===== src/rtl/serial_code_lock_ctrl.sv =====
// Serial code lock sequencer: streams a code word MSB-first through an
// overlapping pattern matcher, decides unlock/fail and enforces lockout.
module serial_code_lock_ctrl #(
  parameter int WIDTH = 16,
  parameter int PAT_LEN = 5,
  parameter logic [PAT_LEN-1:0] PATTERN = 5'b01001,
  parameter int REQ_MATCHES = 2,
  parameter int MAX_FAIL = 3,
  parameter int LOCKOUT_CYCLES = 8,
  localparam int CW = $clog2(WIDTH+1),
  localparam int FW = $clog2(MAX_FAIL+1)
) (
  input  logic             clk,
  input  logic             reset,
  input  logic             start,
  input  logic [WIDTH-1:0] data_in,
  output logic             busy,
  output logic             done,
  output logic             unlock,
  output logic [CW-1:0]    match_cnt,
  output logic [FW-1:0]    fail_cnt,
  output logic             locked_out
);

  localparam int LW = $clog2(LOCKOUT_CYCLES+1);
  localparam logic [CW-1:0] HIT_MIN = CW'(PAT_LEN-1);
  localparam logic [CW-1:0] LAST = CW'(WIDTH-1);
  localparam logic [CW-1:0] SAT = CW'(WIDTH);
  localparam logic [CW-1:0] REQ = CW'(REQ_MATCHES);
  localparam logic [FW-1:0] FMAX = FW'(MAX_FAIL);
  localparam logic [LW-1:0] LCYC = LW'(LOCKOUT_CYCLES);
  localparam logic [LW-1:0] LONE = LW'(1);

  typedef enum logic [1:0] {
    IDLE,
    SHIFT,
    REPORT,
    LOCKOUT
  } state_t;

  state_t             state;
  logic [WIDTH-1:0]   sreg;
  logic [PAT_LEN-2:0] hist;
  logic [CW-1:0]      bcnt;
  logic [LW-1:0]      lcnt;

  logic               sbit;
  logic [PAT_LEN-1:0] nwin;
  logic               hit;
  logic [CW-1:0]      mnxt;
  logic               pass;

  // Counter guard stops the zeroed history from faking leading-zero hits.
  always_comb begin
    sbit = sreg[WIDTH-1];
    nwin = {hist, sbit};
    hit  = (nwin == PATTERN) && (bcnt >= HIT_MIN);
    mnxt = match_cnt;
    if (hit && match_cnt != SAT)
      mnxt = match_cnt + 1'b1;
    pass = (mnxt >= REQ);
  end

  always_ff @(posedge clk or negedge reset) begin
    if (!reset) begin
      state      <= IDLE;
      sreg       <= '0;
      hist       <= '0;
      bcnt       <= '0;
      lcnt       <= '0;
      match_cnt  <= '0;
      fail_cnt   <= '0;
      busy       <= 1'b0;
      done       <= 1'b0;
      unlock     <= 1'b0;
      locked_out <= 1'b0;
    end else begin
      done <= 1'b0;
      unique case (state)
        IDLE: begin
          if (start) begin
            sreg      <= data_in;
            hist      <= '0;
            bcnt      <= '0;
            match_cnt <= '0;
            unlock    <= 1'b0;
            busy      <= 1'b1;
            state     <= SHIFT;
          end
        end
        SHIFT: begin
          sreg      <= {sreg[WIDTH-2:0], 1'b0};
          hist      <= nwin[PAT_LEN-2:0];
          match_cnt <= mnxt;
          bcnt      <= bcnt + 1'b1;
          if (bcnt == LAST) begin
            busy   <= 1'b0;
            done   <= 1'b1;
            unlock <= pass;
            if (pass)
              fail_cnt <= '0;
            else
              fail_cnt <= fail_cnt + 1'b1;
            state <= REPORT;
          end
        end
        REPORT: begin
          if (fail_cnt == FMAX) begin
            locked_out <= 1'b1;
            lcnt       <= LCYC;
            state      <= LOCKOUT;
          end else begin
            state <= IDLE;
          end
        end
        LOCKOUT: begin
          if (lcnt == LONE) begin
            fail_cnt   <= '0;
            locked_out <= 1'b0;
            state      <= IDLE;
          end else begin
            lcnt <= lcnt - 1'b1;
          end
        end
        default: state <= IDLE;
      endcase
    end
  end

endmodule


===== config.mk =====
export PLATFORM = sky130hd
export DESIGN_NAME = serial_code_lock_ctrl
export DESIGN_NICKNAME = d
export VERILOG_FILES = /design/src/rtl/serial_code_lock_ctrl.sv
export SDC_FILE = /design/constraint.sdc
export NUM_CORES = 1
export LEC_CHECK = 0
export ABC_AREA = 1
export CAP_MARGIN = 20
export CORE_UTILIZATION = 45
export CTS_CLUSTER_SIZE = 14
export DETAILED_ROUTE_END_ITERATION = 8
export PLACE_DENSITY = 0.64
export SETUP_SLACK_MARGIN = 0.5
export SLEW_MARGIN = 40
export SYNTH_ARGS = -nofsm -noshare
export SYNTH_HDL_FRONTEND = slang
export SYNTH_SLANG_ARGS = --single-unit
export TNS_END_PERCENT = 20

===== constraint.sdc =====
create_clock -name clk -period 3.3 [get_ports clk]
set_clock_uncertainty 0.05 [all_clocks]
set_input_delay 0.495 -clock clk [delete_from_list [all_inputs] [get_ports clk]]
set_output_delay 0.495 -clock clk [all_outputs]
set_load 0.02 [all_outputs]

==> flow_summary.yaml, run 1 <==
drt:
  num_vias: 1612
  drt-met1-wl_mm: 1.89
  met3RoutedLength_um: 144
  wire_per_inst_um: 11.8
  drt_first_iter_violations: 91
  drc_errors: 2
  ant_nets: 0
  topRoutingLayerUsed: "met4"
  drt_pass1_iterations: 8
  wl_met2_mm: 1.77
  routed_wirelength_mm: 3.86
  route.detailed.vias_per_inst: 4.94
synthesis:
  synthDominantCellAreaShare_pct: 49.3
  synth_cells: 244
  synth-edff-count: 0
  synth.net_count: 271
  synth_compound_gate_area_share_pct: 13.0
  async_reset_ff_share_pct: 100
  synth.area.mux_share_pct: 0
  avgSynthCellArea_um2: 8.73
  yosys-top-cells-count: "sky130_fd_sc_hd__nand2_1, sky130_fd_sc_hd__dfrtp_1, sky130_fd_sc_hd__inv_1, sky130_fd_sc_hd__o21ai_0, sky130_fd_sc_hd__nor2_1"
  synth_area_leader_cell: "sky130_fd_sc_hd__dfrtp_1"
  synth.top_cells.by_area: "sky130_fd_sc_hd__dfrtp_1, sky130_fd_sc_hd__nand2_1, sky130_fd_sc_hd__inv_1, sky130_fd_sc_hd__ha_1, sky130_fd_sc_hd__a22oi_1"
  post_synth_fa_ha_maj_area_fraction_pct: 4.70
  dominantRegCellSynth: "sky130_fd_sc_hd__dfrtp_1"
  synth-seq-cells: 42
  synth_simple_gate_area_share_pct: 23.0
  ys.warnings.count: 0
  yosysSeqAreaShare_pct: 49.3
  synthMostInstantiatedCell: "sky130_fd_sc_hd__nand2_1"
  ys_types: 31
  synth_top_family_by_area: "simple AND/OR/NAND/NOR gates"
  synth_xor_xnor_area_share_pct: 1.23
  post_synthesis_instance_area_um2: 2130
die:
  ios: 30
  initial_utilization_pct: 47.9
  core_um2: 4440
  die_ar_um2: 5010
  chipWidth_um: 70.8
  die_h_um: 70.8
  row_count: 24
power:
  clockPowerShare_pct: 19.4
  internal-power_mw: 1.07
  power_density_nw_per_um2: 689
  ir_drop_worst_vdd_mv: 0.364
  switching_pwr_mw: 0.672
  pwr-share-comb_pct: 35.4
  cellLeakagePower_nw: 1.24
  total_power_mw: 1.75
  netSwitchingFraction_pct: 38.5
  power.sequential.fraction_pct: 45.2
setup_path:
  cell_chain_critical_path: "clkdlybuf4s50_1"
  r2r-end: "match_cnt[0]$_DFFE_PN0P_"
  critical_path.endpoint_type: "primary output"
  critPathLaunchType: "register"
  worst-r2r-cell-count: 6
  path_max_fanout: 8
  buffers_and_inverters_on_the_worst_path: 1
  reg2reg_setup_slack_ns: 1.50
  critPathTopFamily: "buffers and inverters"
  worst-endpoint-arrival_ns: 1.47
  cp_num_cells: 1
  cp.required_ns: 2.75
  max_stage_delay_ns: 0.67
  crit_path_top_delay_cell: "sky130_fd_sc_hd__clkdlybuf4s50_1"
  timing_worst_setup_path_type: "reg -> out"
  ff_to_ff_start: "state[1]$_DFFE_PN0P_"
timing:
  hold_slack_ns: 0.126
  final_min_period_over_clock_period_pct: 61.1
  total_negative_setup_slacks_ns: 0
  worst_slew_margin_rel_pct: 65.3
  layout_min_cycle_time_ns: 2.02
  fmax_mhz: 496
  grt_setup_unrepaired: "no"
  hold_violations: 0
  final_max_slew_viol_count: 0
  worstMarginPinSlew_ns: 0.521
  finalSetupViolCount: 0
global_route:
  grt_start_max_net_pins: 43
  grt_pass1_wl_mm: 6.73
  number_of_global_route_vias_before_repair: 1511
  tot_gr_track_use_pct: 17.4
  global_route.overflow_total: 0
  grt_antenna_before_repair: 0
status:
  run_status: "complete, but fails checks"
  violations_in_the_final_reports: "DRC"
clocking:
  clk_path_buf_depth: 2
  post_cts_hold_buffer_count: 0
  tritoncts.num_buffers: 5
  clkSinkCount: 42
  cts_repair_resize_count: 0
  clock_tree.htree_level_count: 2
  cts_setup_buffers: 0
  cts_tree: "yes"
  clock_latency_ns: 0.30
  clk_pin_slew_ns: 0.08
  cts-root-buf: "sky130_fd_sc_hd__clkbuf_8"
final_layout:
  area_growth_syn_to_layout_pct: 18.8
  antenna_cells_inserted: 0
  nets: 300
  finalInstanceArea_um2: 2530
  postLayoutCoreUtil_pct: 57.0
  drive_gt1_share_pct: 10.2
hold_path:
  hp-class: "in -> async"
run:
  drv_cap: 0
placed_design:
  dpl_hpwl_mm: 2.69
  count_of_port_buffers_added_during_placement: 29
  placement.cell_area_um2: 2440
  routabilityCongestion: 0.841
[kinds of logic after synthesis]
| group | after synthesis |
|---|---|
| AO/OA/AOI/OAI | 43 |
| buffers and inverters | 45 |
| flip-flops | 42 |
| AND/OR/NAND/NOR | 103 |
| adder cells (fa/ha/maj) | 8 |
| XOR/XNOR | 3 |
[sequential cells by signal, summed over array words and instances (netlist names)]
| name | cells |
|---|---|
| fail_cnt | 2 |
| done | 1 |
| hist | 4 |
| locked_out | 1 |
| sreg | 16 |
| lcnt | 4 |
| busy | 1 |
| unlock | 1 |
| state | 2 |
| match_cnt | 5 |
| bcnt | 5 |
[per-layer routing]
layer  track usage, %  vias to the layer above
met5                0                        -
met4             6.00                        0
met3             4.70                        6
met2             28.7                       33
met1             22.1                      734
li1                 -                      839
[worst max-delay path by stage]
stage / startpoint / endpoint / slack (ns)
floorplan: match_cnt[0]$_DFFE_PN0P_ / unlock$_DFFE_PN0P_ / 1.65
global placement: start / match_cnt[2]$_DFFE_PN0P_ / 1.15
CTS: match_cnt[2]$_DFFE_PN0P_ / match_cnt[2] / 1.27
finish: match_cnt[2]$_DFFE_PN0P_ / match_cnt[2] / 1.28
detailed placement: start / match_cnt[2]$_DFFE_PN0P_ / 1.16
global route: match_cnt[2]$_DFFE_PN0P_ / match_cnt[2] / 1.23
[metrics by stage]
stage	setup slack (ns)	cells
after floorplan	1.65	244
after global placement	1.15	318
after detailed placement	1.16	318
after CTS	1.27	326
after global routing	1.23	326
final	1.28	326
[final cells by class]
type	count	area, um2
well taps	52	65.1
multi-input cells	157	893
inverters	38	143
fillers	426	1910
clock buffers	7	86.3
clock inverters	1	5.00
repair buffers	29	288
flip-flops and latches	42	1050
[cells in the final DEF, fill, tap and decap left out]
| master | count |
|---|---|
| sky130_fd_sc_hd__a22o_2 | 1 |
| sky130_fd_sc_hd__o21ai_0 | 12 |
| sky130_fd_sc_hd__dfrtp_1 | 42 |
| sky130_fd_sc_hd__nand3b_1 | 1 |
| sky130_fd_sc_hd__o211ai_1 | 5 |
| sky130_fd_sc_hd__nand4_1 | 3 |
| sky130_fd_sc_hd__buf_4 | 1 |
| sky130_fd_sc_hd__o31ai_1 | 1 |
| sky130_fd_sc_hd__nand2_1 | 64 |
| sky130_fd_sc_hd__nor2_1 | 11 |
| sky130_fd_sc_hd__a21oi_1 | 3 |
| sky130_fd_sc_hd__o21bai_1 | 2 |
| sky130_fd_sc_hd__clkbuf_1 | 1 |
| sky130_fd_sc_hd__nand2_2 | 5 |
| sky130_fd_sc_hd__ha_1 | 8 |
| sky130_fd_sc_hd__nor2_4 | 4 |
| sky130_fd_sc_hd__o21ai_2 | 1 |
| sky130_fd_sc_hd__a22oi_1 | 9 |
| sky130_fd_sc_hd__clkdlybuf4s50_1 | 28 |
| sky130_fd_sc_hd__clkinv_1 | 1 |
| sky130_fd_sc_hd__xor2_1 | 3 |
| sky130_fd_sc_hd__clkinv_2 | 1 |
| sky130_fd_sc_hd__inv_1 | 34 |
| sky130_fd_sc_hd__nand3_1 | 9 |
| sky130_fd_sc_hd__clkbuf_8 | 6 |
| sky130_fd_sc_hd__inv_2 | 3 |
| sky130_fd_sc_hd__nand3_2 | 1 |
| sky130_fd_sc_hd__nor2_8 | 1 |
| sky130_fd_sc_hd__o22ai_1 | 9 |
| sky130_fd_sc_hd__nand2_4 | 1 |
| sky130_fd_sc_hd__nor2_2 | 3 |
[power groups by stage]
stage	Combinational, mW	Sequential (mW)	Clock (mW)
after floorplan	0.501	0.771	0
after global placement	0.614	0.797	0
after detailed placement	0.625	0.796	0
after CTS	0.630	0.788	0.351
after global routing	0.708	0.810	0.378
final	0.618	0.789	0.339
Note: power is estimated with default switching activity, not from simulation.
==> run 2: changes to the inputs <==
- PLACE_DENSITY: 0.64 -> 0.66
- clock period: 3.3 -> 1.8 ns (I/O delays scaled with it)
==> flow_summary.yaml, run 2 (synthesis gave the netlist of run 1 again) <==
setup_path:
  cp.required_ns: 1.94
  worstSetupStartpoint: "match_cnt[1]$_DFFE_PN0P_"
  path_common_cell: "sky130_fd_sc_hd__nand2_1"
  max_stage_delay_ns: 0.40
  worst-endpoint-arrival_ns: 1.74
  timing_worst_setup_path_type: "reg -> reg"
  crit_path_top_delay_cell: "sky130_fd_sc_hd__dfrtp_2"
  ff_to_ff_start: "match_cnt[1]$_DFFE_PN0P_"
  reg2reg_setup_slack_ns: 0.20
  path_max_fanout: 5
  r2r-end: "unlock$_DFFE_PN0P_"
  cell_chain_critical_path: "inv_2 > ha_2 > nand2_1 > inv_1 > nand2_2 > nand2_4 > nor2_4 > nand2_2 > nand2_2 > inv_2 > nor2_4 > nand2_1 > nand2_1 > nand2_1"
  worst-r2r-cell-count: 14
  critPathLaunchType: "register"
  critical_path.endpoint_type: "register"
final_layout:
  area_growth_syn_to_layout_pct: 26.2
  antenna_cells_inserted: 0
  drive_gt1_share_pct: 20.5
  largest_reg_flops: 16
  num-fill-cells: 393
  nets: 314
  multi_input_comb_area_um2: 923
  reg_top3: "sreg: 16 flops, bcnt: 5 flops, match_cnt: 5 flops"
  sequential_cell_area_um2: 1060
  finalInstanceArea_um2: 2690
  final_common_cell: "sky130_fd_sc_hd__nand2_1"
  most_frequent_cells_in_the_layout: "sky130_fd_sc_hd__nand2_1, sky130_fd_sc_hd__dfrtp_1, sky130_fd_sc_hd__inv_1"
  largest_register: "sreg"
die:
  die_ar_um2: 5010
  ios: 30
  die_h_um: 70.8
  core_um2: 4440
  chipWidth_um: 70.8
  row_count: 24
  initial_utilization_pct: 47.9
power:
  internal-power_mw: 2.18
  cellLeakagePower_nw: 1.36
  ir_drop_worst_vdd_mv: 0.619
  netSwitchingFraction_pct: 37.9
  power.sequential.fraction_pct: 41.4
  pwr-share-comb_pct: 37.4
  switching_pwr_mw: 1.33
  total_power_mw: 3.50
  clockPowerShare_pct: 21.1
  power_density_nw_per_um2: 1300
timing:
  final_max_slew_viol_count: 0
  hold_violations: 0
  total_negative_setup_slacks_ns: 0
  fmax_mhz: 626
  layout_min_cycle_time_ns: 1.60
  grt_setup_unrepaired: "yes"
  finalSetupViolCount: 0
  final_min_period_over_clock_period_pct: 88.7
  worst_slew_margin_rel_pct: 66.2
  worstMarginPinSlew_ns: 0.507
drt:
  drt_first_iter_violations: 97
  route.detailed.vias_per_inst: 5.12
  wire_per_inst_um: 12.9
  num_vias: 1740
  drc_errors: 0
  ant_nets: 0
  routed_wirelength_mm: 4.37
  drt_pass1_iterations: 6
global_route:
  grt_pass1_wl_mm: 7.16
  global_route.overflow_total: 0
  grt_start_max_net_pins: 23
  grt_antenna_before_repair: 0
  number_of_global_route_vias_before_repair: 1556
  tot_gr_track_use_pct: 18.5
clocking:
  clkSinkCount: 42
  tritoncts.num_buffers: 5
  clock_tree.htree_level_count: 2
  clk_path_buf_depth: 2
  clk_pin_slew_ns: 0.08
  cts-root-buf: "sky130_fd_sc_hd__clkbuf_8"
  cts_tree: "yes"
  clock_latency_ns: 0.29
placed_design:
  placement.cell_area_um2: 2510
  routabilityCongestion: 0.809
  dpl_hpwl_mm: 3.06
  count_of_port_buffers_added_during_placement: 29
run:
  drv_cap: 0
hold_path:
  hp-class: "in -> async"
status:
  run_status: "finished clean"
==> run 2: cell count changes in the layout (fill, tap and decap cells not counted), moves of 2 or more <==
| cell | previous run | this run |
|---|---|---|
| sky130_fd_sc_hd__ha_2 | 0 | 3 |
| sky130_fd_sc_hd__dlygate4sd2_1 | 0 | 6 |
| sky130_fd_sc_hd__ha_1 | 8 | 5 |
| sky130_fd_sc_hd__inv_2 | 3 | 5 |
| sky130_fd_sc_hd__clkdlybuf4s50_1 | 28 | 18 |
| sky130_fd_sc_hd__inv_1 | 34 | 32 |
| sky130_fd_sc_hd__buf_4 | 1 | 12 |
| sky130_fd_sc_hd__dfrtp_2 | 0 | 5 |
| sky130_fd_sc_hd__dfrtp_1 | 42 | 37 |
| sky130_fd_sc_hd__buf_2 | 0 | 3 |
==> run 2: power by group through the flow <==
stage | Combinational, mW | Clock, mW | Sequential [mW]
2_1_floorplan | 0.918 | 0 | 1.41
3_3_place_gp | 1.25 | 0 | 1.46
3_5_place_dp | 1.27 | 0 | 1.46
4_1_cts | 1.27 | 0.754 | 1.45
5_1_grt | 1.47 | 0.810 | 1.49
6_report | 1.31 | 0.741 | 1.45
==> run 2: what timing repair did <==
action	in CTS	in global routing
hold buffers	1	0
endpoints found under the setup margin	43	42
resized for setup	20	8
setup buffers	2	4
pin swaps	3	3
hold endpoints to repair	20	0
==> run 2: through the flow <==
stage / worst slack, ns / utilization (%) / instances / hold slack, ns
finish: 0.203 / 60.5 / 340 / 0.418
global route: 0.0649 / 60.5 / 340 / 0.454
CTS: 0.221 / 59.1 / 336 / 0.443
detailed placement: 0.139 / 56.4 / 325 / 0.226
global placement: 0.158 / 56.4 / 325 / 0.219
floorplan: 0.244 / - / 244 / -0.0756
==> run 2: worst max path at each step <==
| stage | to | slack [ns] | depth (start not counted) |
|---|---|---|---|
| 2_1_floorplan | unlock$_DFFE_PN0P_ | 0.24 | 14 |
| 3_3_place_gp | sreg[11]$_DFFE_PN0P_ | 0.16 | 6 |
| 3_5_place_dp | sreg[15]$_DFFE_PN0P_ | 0.14 | 6 |
| 4_1_cts | state[0]$_DFFE_PN0P_ | 0.22 | 9 |
| 5_1_grt | unlock$_DFFE_PN0P_ | 0.06 | 14 |
| 6_report | unlock$_DFFE_PN0P_ | 0.20 | 14 |
==> run 2: routing by layer <==
layer | GRT usage [%] | part of all wire, % | vias to the layer above
met2 | 29.2 | 47 | 49
met4 | 7.56 | 2.1 | 0
li1 | - | - | 867
met3 | 4.70 | 4.8 | 10
met1 | 24.6 | 46 | 814
met5 | 0 | 0 | -
==> run 2: layout make-up <==
type / count / share of cell area (%)
clock buffer: 5 / 2.56
inverter: 38 / 5.30
tap: 52 / 2.42
sequential: 42 / 39.3
clock inverter: 3 / 1.49
multi-input combinational: 157 / 34.3
timing repair buffer: 43 / 14.6
==> run 2: worst max-delay path, delay by kind of cell (launching register included) <==
kind                     cells  cell delay [ns]
buffers and inverters        3             0.15
AND/OR/NAND/NOR             10             0.73
adder cells (fa/ha/maj)      1             0.16
flip-flops                   1             0.40
==> run 3: changes to the inputs <==
- PLACE_DENSITY: 0.66 -> 0.77
==> flow_summary.yaml, run 3 (synthesis gave the netlist of run 1 again) <==
status:
  run_status: "finished clean"
setup_path:
  critPathLaunchType: "register"
  ff_to_ff_start: "match_cnt[0]$_DFFE_PN0P_"
  timing_worst_setup_path_type: "reg -> reg"
  worst-r2r-cell-count: 14
  crit_path_top_delay_cell: "sky130_fd_sc_hd__dfrtp_2"
  worst-endpoint-arrival_ns: 1.76
  critical_path.endpoint_type: "register"
  critPathTopFamily: "simple AND/OR/NAND/NOR gates"
  reg2reg_setup_slack_ns: 0.19
  buffers_and_inverters_on_the_worst_path: 3
  r2r-end: "unlock$_DFFE_PN0P_"
  max_stage_delay_ns: 0.38
  cp.required_ns: 1.94
  cell_chain_critical_path: "inv_2 > ha_4 > nand2_2 > inv_2 > nand2_4 > nand2_4 > nor2_4 > nand2_2 > nand2_2 > inv_2 > nor2_4 > nand2_1 > nand2_1 > nand2_1"
  path_max_fanout: 5
final_layout:
  largest_reg_flops: 16
  multi_input_comb_area_um2: 931
  area_growth_syn_to_layout_pct: 30.7
  num-fill-cells: 388
  postLayoutCoreUtil_pct: 62.6
  final_common_cell: "sky130_fd_sc_hd__nand2_1"
  finish.cell_count_without_fillers: 351
  reg_top3: "sreg: 16 flops, bcnt: 5 flops, match_cnt: 5 flops"
  most_frequent_cells_in_the_layout: "sky130_fd_sc_hd__nand2_1, sky130_fd_sc_hd__dfrtp_1, sky130_fd_sc_hd__inv_1"
  largest_register: "sreg"
  drive_gt1_share_pct: 26.1
  antenna_cells_inserted: 0
  nets: 325
  finalInstanceArea_um2: 2780
  sequential_cell_area_um2: 1060
die:
  die_h_um: 70.8
  chipWidth_um: 70.8
  core_um2: 4440
  initial_utilization_pct: 47.9
  row_count: 24
  ios: 30
  die_ar_um2: 5010
timing:
  worst_slew_margin_rel_pct: 73.8
  finalSetupViolCount: 0
  worstMarginPinSlew_ns: 0.394
  fmax_mhz: 619
  hold_slack_ns: 0.393
  layout_min_cycle_time_ns: 1.61
  final_min_period_over_clock_period_pct: 89.7
  hold_violations: 0
  grt_setup_unrepaired: "yes"
  final_max_slew_viol_count: 0
  layout_setup_ws_ns: 0.186
  total_negative_setup_slacks_ns: 0
clocking:
  cts-root-buf: "sky130_fd_sc_hd__clkbuf_8"
  clock_latency_ns: 0.30
  clock_tree.htree_level_count: 2
  clk_path_buf_depth: 2
  tritoncts.num_buffers: 5
  clkSinkCount: 42
  clk_pin_slew_ns: 0.08
  cts_tree: "yes"
global_route:
  grt_pass1_wl_mm: 7.78
  grt_antenna_before_repair: 0
  grt_start_max_net_pins: 28
  global_route.overflow_total: 0
  number_of_global_route_vias_before_repair: 1785
  tot_gr_track_use_pct: 19.8
drt:
  drc_errors: 0
  wire_per_inst_um: 12.7
  routed_wirelength_mm: 4.45
  drt_first_iter_violations: 132
  ant_nets: 0
  drt_pass1_iterations: 6
  num_vias: 1817
  route.detailed.vias_per_inst: 5.18
power:
  internal-power_mw: 2.12
  ir_drop_worst_vdd_mv: 0.794
  clockPowerShare_pct: 18.3
  total_power_mw: 3.47
  netSwitchingFraction_pct: 38.9
  switching_pwr_mw: 1.35
  cellLeakagePower_nw: 1.37
  power.sequential.fraction_pct: 41.4
  power_density_nw_per_um2: 1250
  pwr-share-comb_pct: 40.3
placed_design:
  count_of_port_buffers_added_during_placement: 29
  dpl_hpwl_mm: 2.86
  place_worst_setup_slack_ns: 0.157
  routabilityCongestion: 0.834
  placed_cells: 323
  placement.cell_area_um2: 2490
hold_path:
  hp-class: "in -> async"
run:
  drv_cap: 0
[run 3: cell types whose count changed in the layout (fill, tap and decap cells not counted), sizes merged, moves of 2 or more]
cell and delta:
clkinvlp +3, dlygate4sd2 -2, clkinv -2, buf +11
[run 3: cell type report]
type | instances | share of cell area, %
clock inverters | 2 | 0.449
clock buffers | 6 | 2.97
inverters | 38 | 5.26
multi-input cells | 157 | 33.4
repair buffers | 53 | 17.3
repair inverters | 1 | 0.270
flip-flops and latches | 42 | 37.9
well taps | 52 | 2.34
[run 3: routing by layer]
| metal | vias up | GRT usage, % | wire length [um] |
|---|---|---|---|
| li1 | 894 | - | - |
| met1 | 860 | 25.4 | 2080 |
| met2 | 54 | 32.2 | 2090 |
| met3 | 9 | 5.27 | 212 |
| met4 | 0 | 7.33 | 69 |
| met5 | - | 0 | 0 |
[run 3: how the worst max path moves through the flow]
stage / startpoint / end / slack, ns / cells past startpoint
2_1_floorplan: match_cnt[0]$_DFFE_PN0P_ / unlock$_DFFE_PN0P_ / 0.24 / 14
3_3_place_gp: start / match_cnt[2]$_DFFE_PN0P_ / 0.21 / 5
3_5_place_dp: start / sreg[7]$_DFFE_PN0P_ / 0.16 / 6
4_1_cts: match_cnt[0]$_DFFE_PN0P_ / unlock$_DFFE_PN0P_ / 0.22 / 14
5_1_grt: match_cnt[0]$_DFFE_PN0P_ / unlock$_DFFE_PN0P_ / 0.08 / 14
6_report: match_cnt[0]$_DFFE_PN0P_ / unlock$_DFFE_PN0P_ / 0.19 / 14
[run 3: power groups by stage]
stage / sequential, mW / combinational, mW / clock (mW)
3_5_place_dp: 1.46 / 1.22 / 0
6_report: 1.44 / 1.40 / 0.636
3_3_place_gp: 1.46 / 1.18 / 0
4_1_cts: 1.44 / 1.29 / 0.648
2_1_floorplan: 1.41 / 0.918 / 0
5_1_grt: 1.49 / 1.61 / 0.698
[run 3: what timing repair did]
action                                  4_1_cts  5_1_grt
endpoints found under the setup margin       48       48
pin swaps                                     9        7
endpoints found under the hold margin        15        0
hold buffers                                  1        0
resized for setup                            32       15
gates cloned                                  0        1
setup buffers                                15        3
